`config.mk`:
```
export PLATFORM = sky130hd
export DESIGN_NAME = pattern_scan_engine
export DESIGN_NICKNAME = d
export VERILOG_FILES = /design/src/rtl/pattern_scan_engine_pkg.sv /design/src/rtl/pattern_scan_engine_seg7.sv /design/src/rtl/pattern_scan_engine.sv
export SDC_FILE = /design/constraint.sdc
export NUM_CORES = 1
export LEC_CHECK = 0
export ABC_AREA = 1
export CORE_MARGIN = 3
export CORE_UTILIZATION = 40
export DETAILED_ROUTE_END_ITERATION = 6
export PLACE_DENSITY_LB_ADDON = 0.25
export SLEW_MARGIN = 20
export SYNTH_ARGS = -nofsm -noshare
export SYNTH_HDL_FRONTEND = slang
export SYNTH_SLANG_ARGS = --single-unit
```
`constraint.sdc`:
```
create_clock -name clk_i -period 2.7 [get_ports clk_i]
set_input_delay 0.81 -clock clk_i [delete_from_list [all_inputs] [get_ports clk_i]]
set_output_delay 0.81 -clock clk_i [all_outputs]
set_load 0.01 [all_outputs]
```
`src/rtl/pattern_scan_engine_pkg.sv`:
```
// Shared types, default parameters and power-up ROM image for the pattern scan engine.
package pattern_scan_engine_pkg;

  typedef enum logic [1:0] {
    S_IDLE = 2'd0,
    S_SCAN = 2'd1,
    S_NEXT = 2'd2,
    S_DONE = 2'd3
  } state_e;

  localparam int DEF_WORD_W   = 8;
  localparam int DEF_PAT_W    = 4;
  localparam int DEF_DEPTH    = 4;
  localparam int DEF_COUNT_W  = 4;
  localparam int DEF_TICK_DIV = 1;

  // Active-low {a,b,c,d,e,f,g}; a lone middle bar for out-of-range counts.
  localparam logic [6:0] SEG_DASH = 7'b1111110;

  function automatic logic [7:0] rom_default(int idx);
    case (idx)
      0:       return 8'hB3;
      1:       return 8'h55;
      2:       return 8'hDB;
      3:       return 8'hD1;
      default: return 8'h00;
    endcase
  endfunction

endpackage

```
`src/rtl/pattern_scan_engine_seg7.sv`:
```
// Active-low seven-segment decoder for 0-9; anything else shows a dash.
module seg7_decoder
  import pattern_scan_engine_pkg::*;
(
  input  logic [3:0] din_i,
  output logic       a_o,
  output logic       b_o,
  output logic       c_o,
  output logic       d_o,
  output logic       e_o,
  output logic       f_o,
  output logic       g_o
);

  logic [6:0] seg;

  always_comb begin
    seg = SEG_DASH;
    case (din_i)
      4'd0: seg = 7'b0000001;
      4'd1: seg = 7'b1001111;
      4'd2: seg = 7'b0010010;
      4'd3: seg = 7'b0000110;
      4'd4: seg = 7'b1001100;
      4'd5: seg = 7'b0100100;
      4'd6: seg = 7'b0100000;
      4'd7: seg = 7'b0001111;
      4'd8: seg = 7'b0000000;
      4'd9: seg = 7'b0000100;
      default: seg = SEG_DASH;
    endcase
  end

  assign {a_o, b_o, c_o, d_o, e_o, f_o, g_o} = seg;

endmodule

```
`src/rtl/pattern_scan_engine.sv`:
```
// Scans every word of a small writable ROM for a sliding bit pattern and counts hits.
module pattern_scan_engine
  import pattern_scan_engine_pkg::*;
#(
  parameter int WORD_W   = DEF_WORD_W,
  parameter int PAT_W    = DEF_PAT_W,
  parameter int DEPTH    = DEF_DEPTH,
  parameter int COUNT_W  = DEF_COUNT_W,
  parameter int TICK_DIV = DEF_TICK_DIV,
  parameter int ADDR_W   = (DEPTH > 1) ? $clog2(DEPTH) : 1
) (
  input  logic               clk_i,
  input  logic               rst_ni,
  input  logic               start_i,
  input  logic               mode_i,
  input  logic [PAT_W-1:0]   pattern_i,
  input  logic               wr_en_i,
  input  logic [ADDR_W-1:0]  wr_addr_i,
  input  logic [WORD_W-1:0]  wr_data_i,
  output logic               busy_o,
  output logic               done_o,
  output logic [COUNT_W-1:0] match_count_o,
  output logic               overflow_o,
  output logic               a_o,
  output logic               b_o,
  output logic               c_o,
  output logic               d_o,
  output logic               e_o,
  output logic               f_o,
  output logic               g_o
);

  localparam int LAST_WIN = WORD_W - PAT_W;
  localparam int WIN_W    = (LAST_WIN > 0) ? $clog2(LAST_WIN + 1) : 1;
  localparam int DIV_W    = (TICK_DIV > 1) ? $clog2(TICK_DIV) : 1;

  state_e               state_q, state_d;
  logic [ADDR_W-1:0]    addr_q, addr_d;
  logic [WIN_W-1:0]     win_q, win_d;
  logic [DIV_W-1:0]     div_q, div_d;
  logic [COUNT_W-1:0]   cnt_q, cnt_d;
  logic                 ovf_q, ovf_d;
  logic [PAT_W-1:0]     pat_q, pat_d;
  logic                 mode_q, mode_d;

  logic [DEPTH-1:0][WORD_W-1:0] rom_words;
  logic [WORD_W-1:0]            shifted;
  logic                         rom_we, tick, hit;

  assign rom_we = wr_en_i && (state_q == S_IDLE);

  // ROM words are power-up initialised only; reset deliberately leaves them alone.
  for (genvar gi = 0; gi < DEPTH; gi++) begin : g_rom
    logic [WORD_W-1:0] word_q = WORD_W'(rom_default(gi));
    always_ff @(posedge clk_i) begin
      if (rom_we && (wr_addr_i == ADDR_W'(gi))) word_q <= wr_data_i;
    end
    assign rom_words[gi] = word_q;
  end

  assign shifted = rom_words[addr_q] >> win_q;
  assign hit     = (shifted[PAT_W-1:0] == pat_q);
  assign tick    = (div_q == DIV_W'(TICK_DIV - 1));

  always_comb begin
    state_d = state_q;
    addr_d  = addr_q;
    win_d   = win_q;
    div_d   = div_q;
    cnt_d   = cnt_q;
    ovf_d   = ovf_q;
    pat_d   = pat_q;
    mode_d  = mode_q;
    case (state_q)
      S_IDLE: begin
        if (start_i) begin
          pat_d   = pattern_i;
          mode_d  = mode_i;
          cnt_d   = '0;
          ovf_d   = 1'b0;
          addr_d  = '0;
          win_d   = '0;
          div_d   = '0;
          state_d = S_SCAN;
        end
      end
      S_SCAN: begin
        if (tick) begin
          div_d = '0;
          win_d = win_q + 1'b1;
          if (hit) begin
            if (&cnt_q) ovf_d = 1'b1;
            else        cnt_d = cnt_q + 1'b1;
          end
          if ((hit && mode_q) || (win_q == WIN_W'(LAST_WIN))) state_d = S_NEXT;
        end else begin
          div_d = div_q + 1'b1;
        end
      end
      S_NEXT: begin
        if (addr_q == ADDR_W'(DEPTH - 1)) begin
          state_d = S_DONE;
        end else begin
          addr_d  = addr_q + 1'b1;
          win_d   = '0;
          state_d = S_SCAN;
        end
      end
      S_DONE:  state_d = S_IDLE;
      default: state_d = S_IDLE;
    endcase
  end

  always_ff @(posedge clk_i or negedge rst_ni) begin
    if (!rst_ni) begin
      state_q <= S_IDLE;
      addr_q  <= '0;
      win_q   <= '0;
      div_q   <= '0;
      cnt_q   <= '0;
      ovf_q   <= 1'b0;
      pat_q   <= '0;
      mode_q  <= 1'b0;
    end else begin
      state_q <= state_d;
      addr_q  <= addr_d;
      win_q   <= win_d;
      div_q   <= div_d;
      cnt_q   <= cnt_d;
      ovf_q   <= ovf_d;
      pat_q   <= pat_d;
      mode_q  <= mode_d;
    end
  end

  assign busy_o        = (state_q == S_SCAN) || (state_q == S_NEXT);
  assign done_o        = (state_q == S_DONE);
  assign match_count_o = cnt_q;
  assign overflow_o    = ovf_q;

  // Counts wider than one digit clamp to a code the decoder renders as a dash.
  logic [3:0] disp_val;
  assign disp_val = (32'(cnt_q) > 9) ? 4'd15 : 4'(cnt_q);

  seg7_decoder u_seg (
    .din_i (disp_val),
    .a_o   (a_o),
    .b_o   (b_o),
    .c_o   (c_o),
    .d_o   (d_o),
    .e_o   (e_o),
    .f_o   (f_o),
    .g_o   (g_o)
  );

endmodule

```
Yosys cells after proc, flatten, opt, wreduce, memory -nomap -nowiden
Memory sizes are Yosys's and may differ from the RTL's.
Index checks and enable logic that the tools add are counted.
{"block": "totals", "ff_bits": 50, "inputBits": 19, "elab_cells": 84, "memories": 1, "rom_bits": 112}
{"memory": "(name not given)", "words": 16, "word_bits": 7, "read_ports": 1, "rd_clocked_by_memory_dff": 0, "write_ports": 0, "line": "pattern_scan_engine_seg7.sv:19", "text": "case (din_i)"}
{"block": "op_classes", "n_mux": 27, "n_shift": 1, "reduce_logical": 21, "eq_ne": 16, "order_cmp": 2, "add_sub_neg": 4}
{"op": "4-bit 2-to-1 mux", "n": 5}
{"op": "8-bit binary-select mux with 2-bit select", "n": 1}
{"op": "2-bit != test, second input constant", "n": 7}
{"op": "2-bit 2-to-1 mux", "n": 6}
{"op": "2-bit == test, second input constant", "n": 5}
{"op": "5-bit AND reduction", "n": 2}
{"op": "3-bit 2-to-1 mux", "n": 3}
{"op": "3-bit one-hot mux with 3 select lines", "n": 1}
{"op": "8-bit 2-to-1 mux", "n": 1}
{"op": "2-bit one-hot mux with 4 select lines", "n": 1}
{"op": "4-bit one-hot mux with 2 select lines", "n": 1}
{"op": "4-bit AND reduction", "n": 2}
{"op": "8-bit by 3-bit >> shifter with 4-bit output", "n": 1}
{"op": "1-bit logical AND", "n": 6}
{"op": "3-bit AND reduction", "n": 2}
{"op": "1-bit 2-to-1 mux", "n": 5}
{"op": "4-bit by 1-bit adder with 4-bit output, second input constant", "n": 1}
{"op": "2-bit by 1-bit == test with 1-bit output, second input constant", "n": 2}
{"op": "4-bit == test", "n": 1}
{"op": "4-bit greater-than comparator, second input constant", "n": 1}
{"op": "2-bit logical NOT", "n": 2}
{"op": "1-bit one-hot mux with 2 select lines", "n": 2}
{"op": "2-bit one-hot mux with 2 select lines", "n": 1}
{"op": "2-bit AND reduction", "n": 2}
{"op": "other kinds (8)", "n": 10}

Logic depth before layout (Yosys ltp)
Gate-level depths: netlist (run 1).
{"block": "depth", "ltp_word": 9, "ltp_mapped": 19, "ltp_nobuf": 18}

Modules after synthesis
Synthesis (run 1) repeated with hierarchy kept, for this count alone.
{"block": "unflattened", "cells_unflattened": 315, "hier_area_um2": 2807.7}
{"module": "pattern_scan_engine", "cells_each": 280, "area_each_um2": 2621.3, "instances": 1, "seq_area_each_um2": 1386.3}
{"module": "seg7_decoder", "cells_each": 35, "area_each_um2": 186.4, "instances": 1, "seq_area_each_um2": 0.0}

Worst setup path before layout (run 1)
No wires, ideal clock.
{"block": "synth_timing", "path_type": "register -> output", "startpoint": "register cnt_q[0] (netlist: match_count_o[0])", "endpoint": "output port d_o", "n_path_buf": 0, "arrival_time_ns": 1.844, "required_ns": 1.890, "setup_slack_ns": 0.046, "stages_incl_launch_ff": 11, "cell_sequence": "dfrtp_1 -> inv_1 -> ha_1 -> nor2_1 -> nor2_1 -> nor2_1 -> nor2_1 -> inv_1 -> ha_1 -> nor2_1 -> o21ai_0"}
{"block": "synth_between", "elab_chain_len": 3}
{"item": "start: declaration", "line": "pattern_scan_engine.sv:41", "text": "logic [COUNT_W-1:0] cnt_q, cnt_d;"}
{"item": "start signal: assignment", "line": "pattern_scan_engine.sv:129", "text": "cnt_q <= cnt_d;"}
{"item": "4-bit greater-than comparator", "line": "pattern_scan_engine.sv:143", "text": "assign disp_val = (32'(cnt_q) > 9) ? 4'd15 : 4'(cnt_q);"}
{"item": "4-bit 2-to-1 mux (*)", "line": "pattern_scan_engine.sv:143"}
{"item": "memory read 16 x 7 bit (*)"}
{"item": "end: declaration", "line": "pattern_scan_engine.sv:27", "text": "output logic d_o,"}
Every way passes the cells marked *; elsewhere a longest branch is shown, timed or not.

Worst setup path in the final report (run 1)
{"block": "layout_timing", "startpoint": "register cnt_q[0] (netlist: match_count_o[0])", "endpoint": "output port f_o"}
{"block": "layout_between", "elab_chain_len": 3}
{"item": "4-bit greater-than comparator", "line": "pattern_scan_engine.sv:143"}
{"item": "4-bit 2-to-1 mux (*)", "line": "pattern_scan_engine.sv:143"}
{"item": "memory read 16 x 7 bit (*)"}
{"item": "end: declaration", "line": "pattern_scan_engine.sv:29", "text": "output logic f_o,"}
Marks and branches as above.

==> metrics.cfg, run 1 <==
[timing]
worst_hold_slack_ns=0.533
worst_slack_ns=-0.229
min_period_over_period=1.08
fmax_mhz=341
slew_violations=0
worst_pin_slew_ns=0.513
fin_crit_ns=2.93
rsz0062_at_grt=true
setup_viol=7
fin_skew_ns=0.00654
finalHoldViolations=0
slew_headroom=0.658

[routing]
finalWirelength_um=6150
first_pass_iters=4
wl_per_cell_um=13.5
viasPerCell=5.06
drt-met1-wl_um=2710
top_layer=met4
drc=0
drt_iter0_drc=110
postRouteAntennaNets=0
wl_met3_um=212
met2_length_um=3170
vias=2302

[clock_network]
ctsHoldBuffers=0
clk_pin_slew_ns=0.09
htree_levels=2
cts.sinks=49
cts-root-buf=clkbuf_8
clock_latency_ns=0.30
tritoncts=done
numCtsBuffers=5
clock_path_buffers=2

[flow_run]
max_cap_viol_count=0

[placement]
preCtsSetupSlack_ns=-0.390
port_buffers=32
place_congestion=0.842
hpwlAfterDp_um=4280

[worst_hold_path]
min_to=overflow_o$_DFFE_PN0P_
hold_start=overflow_o$_DFFE_PN0P_
min_path_cells=2
holdCritPathClass=reg -> reg

[finish]
fin_nets=412
num_antenna_cells=0
drive_gt1_frac=0.222
layout_commonest_cell=nand2_1
syn_to_final_growth_pct=30.1
final_cell_mix=nand2_1, nand3_1, edfxtp_1, inv_1, buf_4

[pwr]
p_leak_nw=1.63
p_per_area_nw_per_um2=893
ir_worst_vdd_uv=350
power_report.internal_total_w=0.00188
p_total_w=0.00320
pwr-share-clk=0.164
p_sw_w=0.00133
combPwrFrac=0.510
p_seq_frac=0.326
p_sw_frac=0.414

[die]
dieArea_um2=7920
initial_core_util=0.424
die_h_um=89.0
core_um2=6490
ios=33
num_rows=29
die_w_um=89.0

[synth]
syn_inst=316
syn_area_um2=2760
synth_fp_nets=351
synth_cell_types=29
avgSynthCellArea_um2=8.72
ys_seq_elements=49
synth-async-reset-ratio=0.347
synth_flop_cell=edfxtp_1
ys_warn_count=0
synth_edf_count=32
synth.yosys.seq_area_share=0.503

[global_routing]
grt_max_degree=19
antenna_found_initial=0
grt_pass1_vias=2277
grt_usage=0.166
grt_remaining_overflow=0
grt_pass1_wl_um=10200

[worst_setup_path]
crit_arrival_ns=2.12
reg2regPathDepth=14
r2r_end=match_count_o[3]$_DFFE_PN0P_
regToRegStartpoint=addr_q[1]$_DFFE_PN0P_
crit_required_ns=1.89
reg2reg_slack_ns=0.57
worst_setup_path_end_kind=output port
crit_type=reg -> out
crit_fanout=4
cp-start-kind=flop

[outcome]
violations=setup timing
status=finished with violations

registers in the layout, summed over array words and instances (netlist names):
signal and flops:
addr_q 2, g_rom.word_q 32, match_count_o 4, mode_q 1, overflow_o 1, pat_q 4
state_q 2, win_q 3
critical path: stages (launching register included):
cell and delay (ns):
dfrtp_2 0.45, inv_2 0.10, ha_4 0.15, nor2_4 0.04, nor2_4 0.11, nor2_4 0.07, buf_6 0.12, nor2_4 0.16
inv_2 0.10, ha_4 0.17, nand2_4 0.06, o21ai_2 0.05, nand2_1 0.07, nand2_1 0.04, buf_2 0.13
power by group through the flow:
stage	clock network, W	registers, W	logic, W
floorplan	0	0.00100	0.00109
global placement	0	0.00105	0.00143
detailed placement	0	0.00106	0.00146
CTS	0.000540	0.00104	0.00159
global route	0.000578	0.00106	0.00185
finish	0.000526	0.00104	0.00163
metrics by stage:
stage	instances	TNS (ns)	instance area, µm²	util
6_report	455	-1.11	3590	0.552
5_1_grt	455	-1.77	3590	0.552
4_1_cts	455	-1.24	3540	0.546
3_5_place_dp	435	-2.23	3240	0.500
3_3_place_gp	435	-1.47	3240	0.500
2_1_floorplan	316	0	2760	-
layer usage:
metal	vias up	global-route usage
met2	40	0.302
met4	0	0.0487
met3	6	0.0267
met1	1085	0.202
li1	1171	-
met5	-	0
synth_stat cells, types with 3 or more instances:
cell      count  share of area
nand2_1      97           0.13
dfrtp_1      17           0.15
a21oi_1       8          0.015
nor2_1       22          0.030
nand2_2       3         0.0068
nor3_1        5         0.0091
ha_1         16          0.073
inv_1        30          0.041
o21ai_0      12          0.022
nand3_2       3          0.011
edfxtp_1     32           0.35
nand4_1       5          0.011
nand3_1      45          0.082
buf_2         3         0.0054
kinds of logic after synthesis:
logic type | share of synthesized area
xor+xnor | 0.00318
buf+inv | 0.0685
simple gates | 0.300
compound gates | 0.0445
flops | 0.503
mux | 0.00817
fa+ha+maj | 0.0726
timing repair:
action	CTS	global route
setup endpoints to repair	7	7
resized for setup	63	12
pin swaps	17	9
setup buffers	13	1
area by class of cell:
cell class / count / area (µm²)
Fill cell: 587 / 2910
Sequential cell: 49 / 1390
Multi-Input combinational cell: 227 / 1340
Timing Repair Buffer: 62 / 526
Inverter: 32 / 125
Tap cell: 77 / 96.3
Clock buffer: 6 / 72.6
Clock inverter: 2 / 38.8
how the worst max path moves through the flow:
stage          endpoint  depth (start not counted)                    startpoint  slack [ns]
2_1_floorplan       d_o                         10  match_count_o[0]$_DFFE_PN0P_        0.05
3_3_place_gp        d_o                         11  match_count_o[0]$_DFFE_PN0P_       -0.25
3_5_place_dp        d_o                         11  match_count_o[0]$_DFFE_PN0P_       -0.39
4_1_cts             d_o                         12  match_count_o[0]$_DFFE_PN0P_       -0.22
5_1_grt             f_o                         14  match_count_o[0]$_DFFE_PN0P_       -0.33
6_report            f_o                         14  match_count_o[0]$_DFFE_PN0P_       -0.23
No activity file was read; power rests on OpenSTA's default activity.
==> run 2, diff against run 1 <==
==> constraint.sdc (replaced) <==
create_clock -name clk_i -period 2.64 [get_ports clk_i]
set_input_delay 0.792 -clock clk_i [delete_from_list [all_inputs] [get_ports clk_i]]
set_output_delay 0.792 -clock clk_i [all_outputs]
set_load 0.01 [all_outputs]
==> metrics.cfg, run 2 (synthesis gave the netlist of run 1 again) <==
[routing]
wl_met3_um=243
viasPerCell=5.02
first_pass_iters=4
postRouteAntennaNets=0
drt_iter0_drc=91
drt-met1-wl_um=2600
met2_length_um=2960
vias=2252
finalWirelength_um=5850
drc=0
top_layer=met4
wl_per_cell_um=13.0

[clock_network]
htree_levels=2
tritoncts=done
clock_latency_ns=0.30
ctsHoldBuffers=0
cts-root-buf=clkbuf_8
clock_path_buffers=2
numCtsBuffers=5
clk_pin_slew_ns=0.09
cts.sinks=49

[global_routing]
grt_usage=0.156
antenna_found_initial=0
grt_remaining_overflow=0
grt_max_degree=19
grt_pass1_wl_um=9600
grt_pass1_vias=2176

[die]
initial_core_util=0.424
ios=33
core_um2=6490
num_rows=29
die_w_um=89.0
dieArea_um2=7920
die_h_um=89.0

[placement]
place_congestion=0.842
port_buffers=32
preCtsSetupSlack_ns=-0.433
hpwlAfterDp_um=4270

[pwr]
p_per_area_nw_per_um2=913
ir_worst_vdd_uv=360
p_leak_nw=1.58

[timing]
finalHoldViolations=0
min_period_over_period=1.05
fmax_mhz=360
worst_slack_ns=-0.137
fin_crit_ns=2.78
worst_hold_slack_ns=0.530
worst_pin_slew_ns=0.515
fin_skew_ns=0.00550
rsz0062_at_grt=true
slew_headroom=0.657
slew_violations=0
setup_viol=7

[finish]
fin_util=0.539
syn_to_final_growth_pct=27.1
regMostFlops=g_rom.word_q
fin_nets=406
drive_gt1_frac=0.202
largest_reg_flops=32
final_cell_mix=nand2_1, nand3_1, edfxtp_1, inv_1, clkdlybuf4s50_1
layout_commonest_cell=nand2_1
num_antenna_cells=0

[worst_setup_path]
critPathLaunch=match_count_o[0]$_DFFE_PN0P_
crit_fanout=4
worst_setup_path_end_kind=output port
cp-start-kind=flop
crit_type=reg -> out
crit_required_ns=1.85
regToRegStartpoint=addr_q[1]$_DFFE_PN0P_
crit_arrival_ns=1.99

[outcome]
violations=setup timing
status=finished with violations

[worst_hold_path]
holdCritPathClass=reg -> reg
hold_start=overflow_o$_DFFE_PN0P_

[flow_run]
max_cap_viol_count=0

-- run 2: cell count changes in the layout (fill, tap and decap cells not counted) --
cell     before  now
a21oi_2       3    2
a21oi_1       6    7
nor2_4        5    6
o21ai_2       2    1
nor2_2        2    1
ha_4          7    5
nand3_2       4    3
nand3_1      44   45
buf_6         4    2
buf_4        26   22
ha_2          0    2
nand2_2       5    6
nand2_4       2    1
o21ai_1       2    3
-- run 2: worst max-delay path: stages, from the launching register on --
cell and delay (ns):
dfrtp_2 0.45, inv_2 0.09, ha_4 0.15, nor2_4 0.04, nor2_4 0.10, nor2_4 0.07, nor2_4 0.20, inv_2 0.10
ha_4 0.17, o21ai_2 0.12, o21ai_1 0.07, buf_2 0.14
-- run 2: worst paths after layout --
check	cells after the start	slack (ns)	endpoint
setup / recovery	11	-0.14	d_o
hold / removal	2	0.53	overflow_o$_DFFE_PN0P_
setup reg to reg	15	0.52	match_count_o[0]$_DFFE_PN0P_
hold reg to reg	2	0.53	overflow_o$_DFFE_PN0P_
max in group asynchronous	2	1.61	match_count_o[0]$_DFFE_PN0P_
min in group asynchronous	2	0.81	overflow_o$_DFFE_PN0P_
-- run 2: area by class of cell --
| cell class | count | area [µm²] |
|---|---|---|
| Tap cell | 77 | 96.3 |
| Sequential cell | 49 | 1390 |
| Fill cell | 612 | 2990 |
| Clock inverter | 2 | 38.8 |
| Timing Repair Buffer | 56 | 473 |
| Inverter | 32 | 125 |
| Clock buffer | 6 | 72.6 |
| Multi-Input combinational cell | 227 | 1310 |
-- run 2: routing by layer --
| metal | global-route usage | vias up |
|---|---|---|
| li1 | - | 1154 |
| met1 | 0.191 | 1049 |
| met2 | 0.278 | 45 |
| met3 | 0.0369 | 4 |
| met4 | 0.0379 | 0 |
| met5 | 0 | - |
-- run 2: power breakdown --
group	internal, W	switching, W	total (W)	leakage [nW]
clock	0.000285	0.000251	0.000536	0.0554
sequential	0.000942	0.000127	0.00107	0.506
combinational	0.000639	0.000953	0.00159	1.02
-- run 2: repair_timing --
item / CTS / global route
pin swaps: 10 / 13
setup buffers: 4 / 2
endpoints found under the setup margin: 7 / 7
resized for setup: 46 / 22
gates cloned: 0 / 0
-- run 2: per-stage QoR --
step           total power (W)  TNS [ns]  instance area [µm²]  cells
6_report               0.00320    -0.719                 3500    449
5_1_grt                0.00349     -1.46                 3500    449
4_1_cts                0.00315     -1.54                 3400    447
3_5_place_dp           0.00258     -2.57                 3240    435
3_3_place_gp           0.00253     -1.77                 3240    435
2_1_floorplan          0.00214         0                 2760    316
==> run 3, diff against run 2 <==
--- a/config.mk
+++ b/config.mk
@@ -10,7 +10,7 @@
 export CORE_UTILIZATION = 40
 export DETAILED_ROUTE_END_ITERATION = 6
 export PLACE_DENSITY_LB_ADDON = 0.25
-export SLEW_MARGIN = 20
+export SLEW_MARGIN = 15
 export SYNTH_ARGS = -nofsm -noshare
 export SYNTH_HDL_FRONTEND = slang
 export SYNTH_SLANG_ARGS = --single-unit
==> results of run 3 <==
Final layout, timing and power as in run 2 (identical DEF).
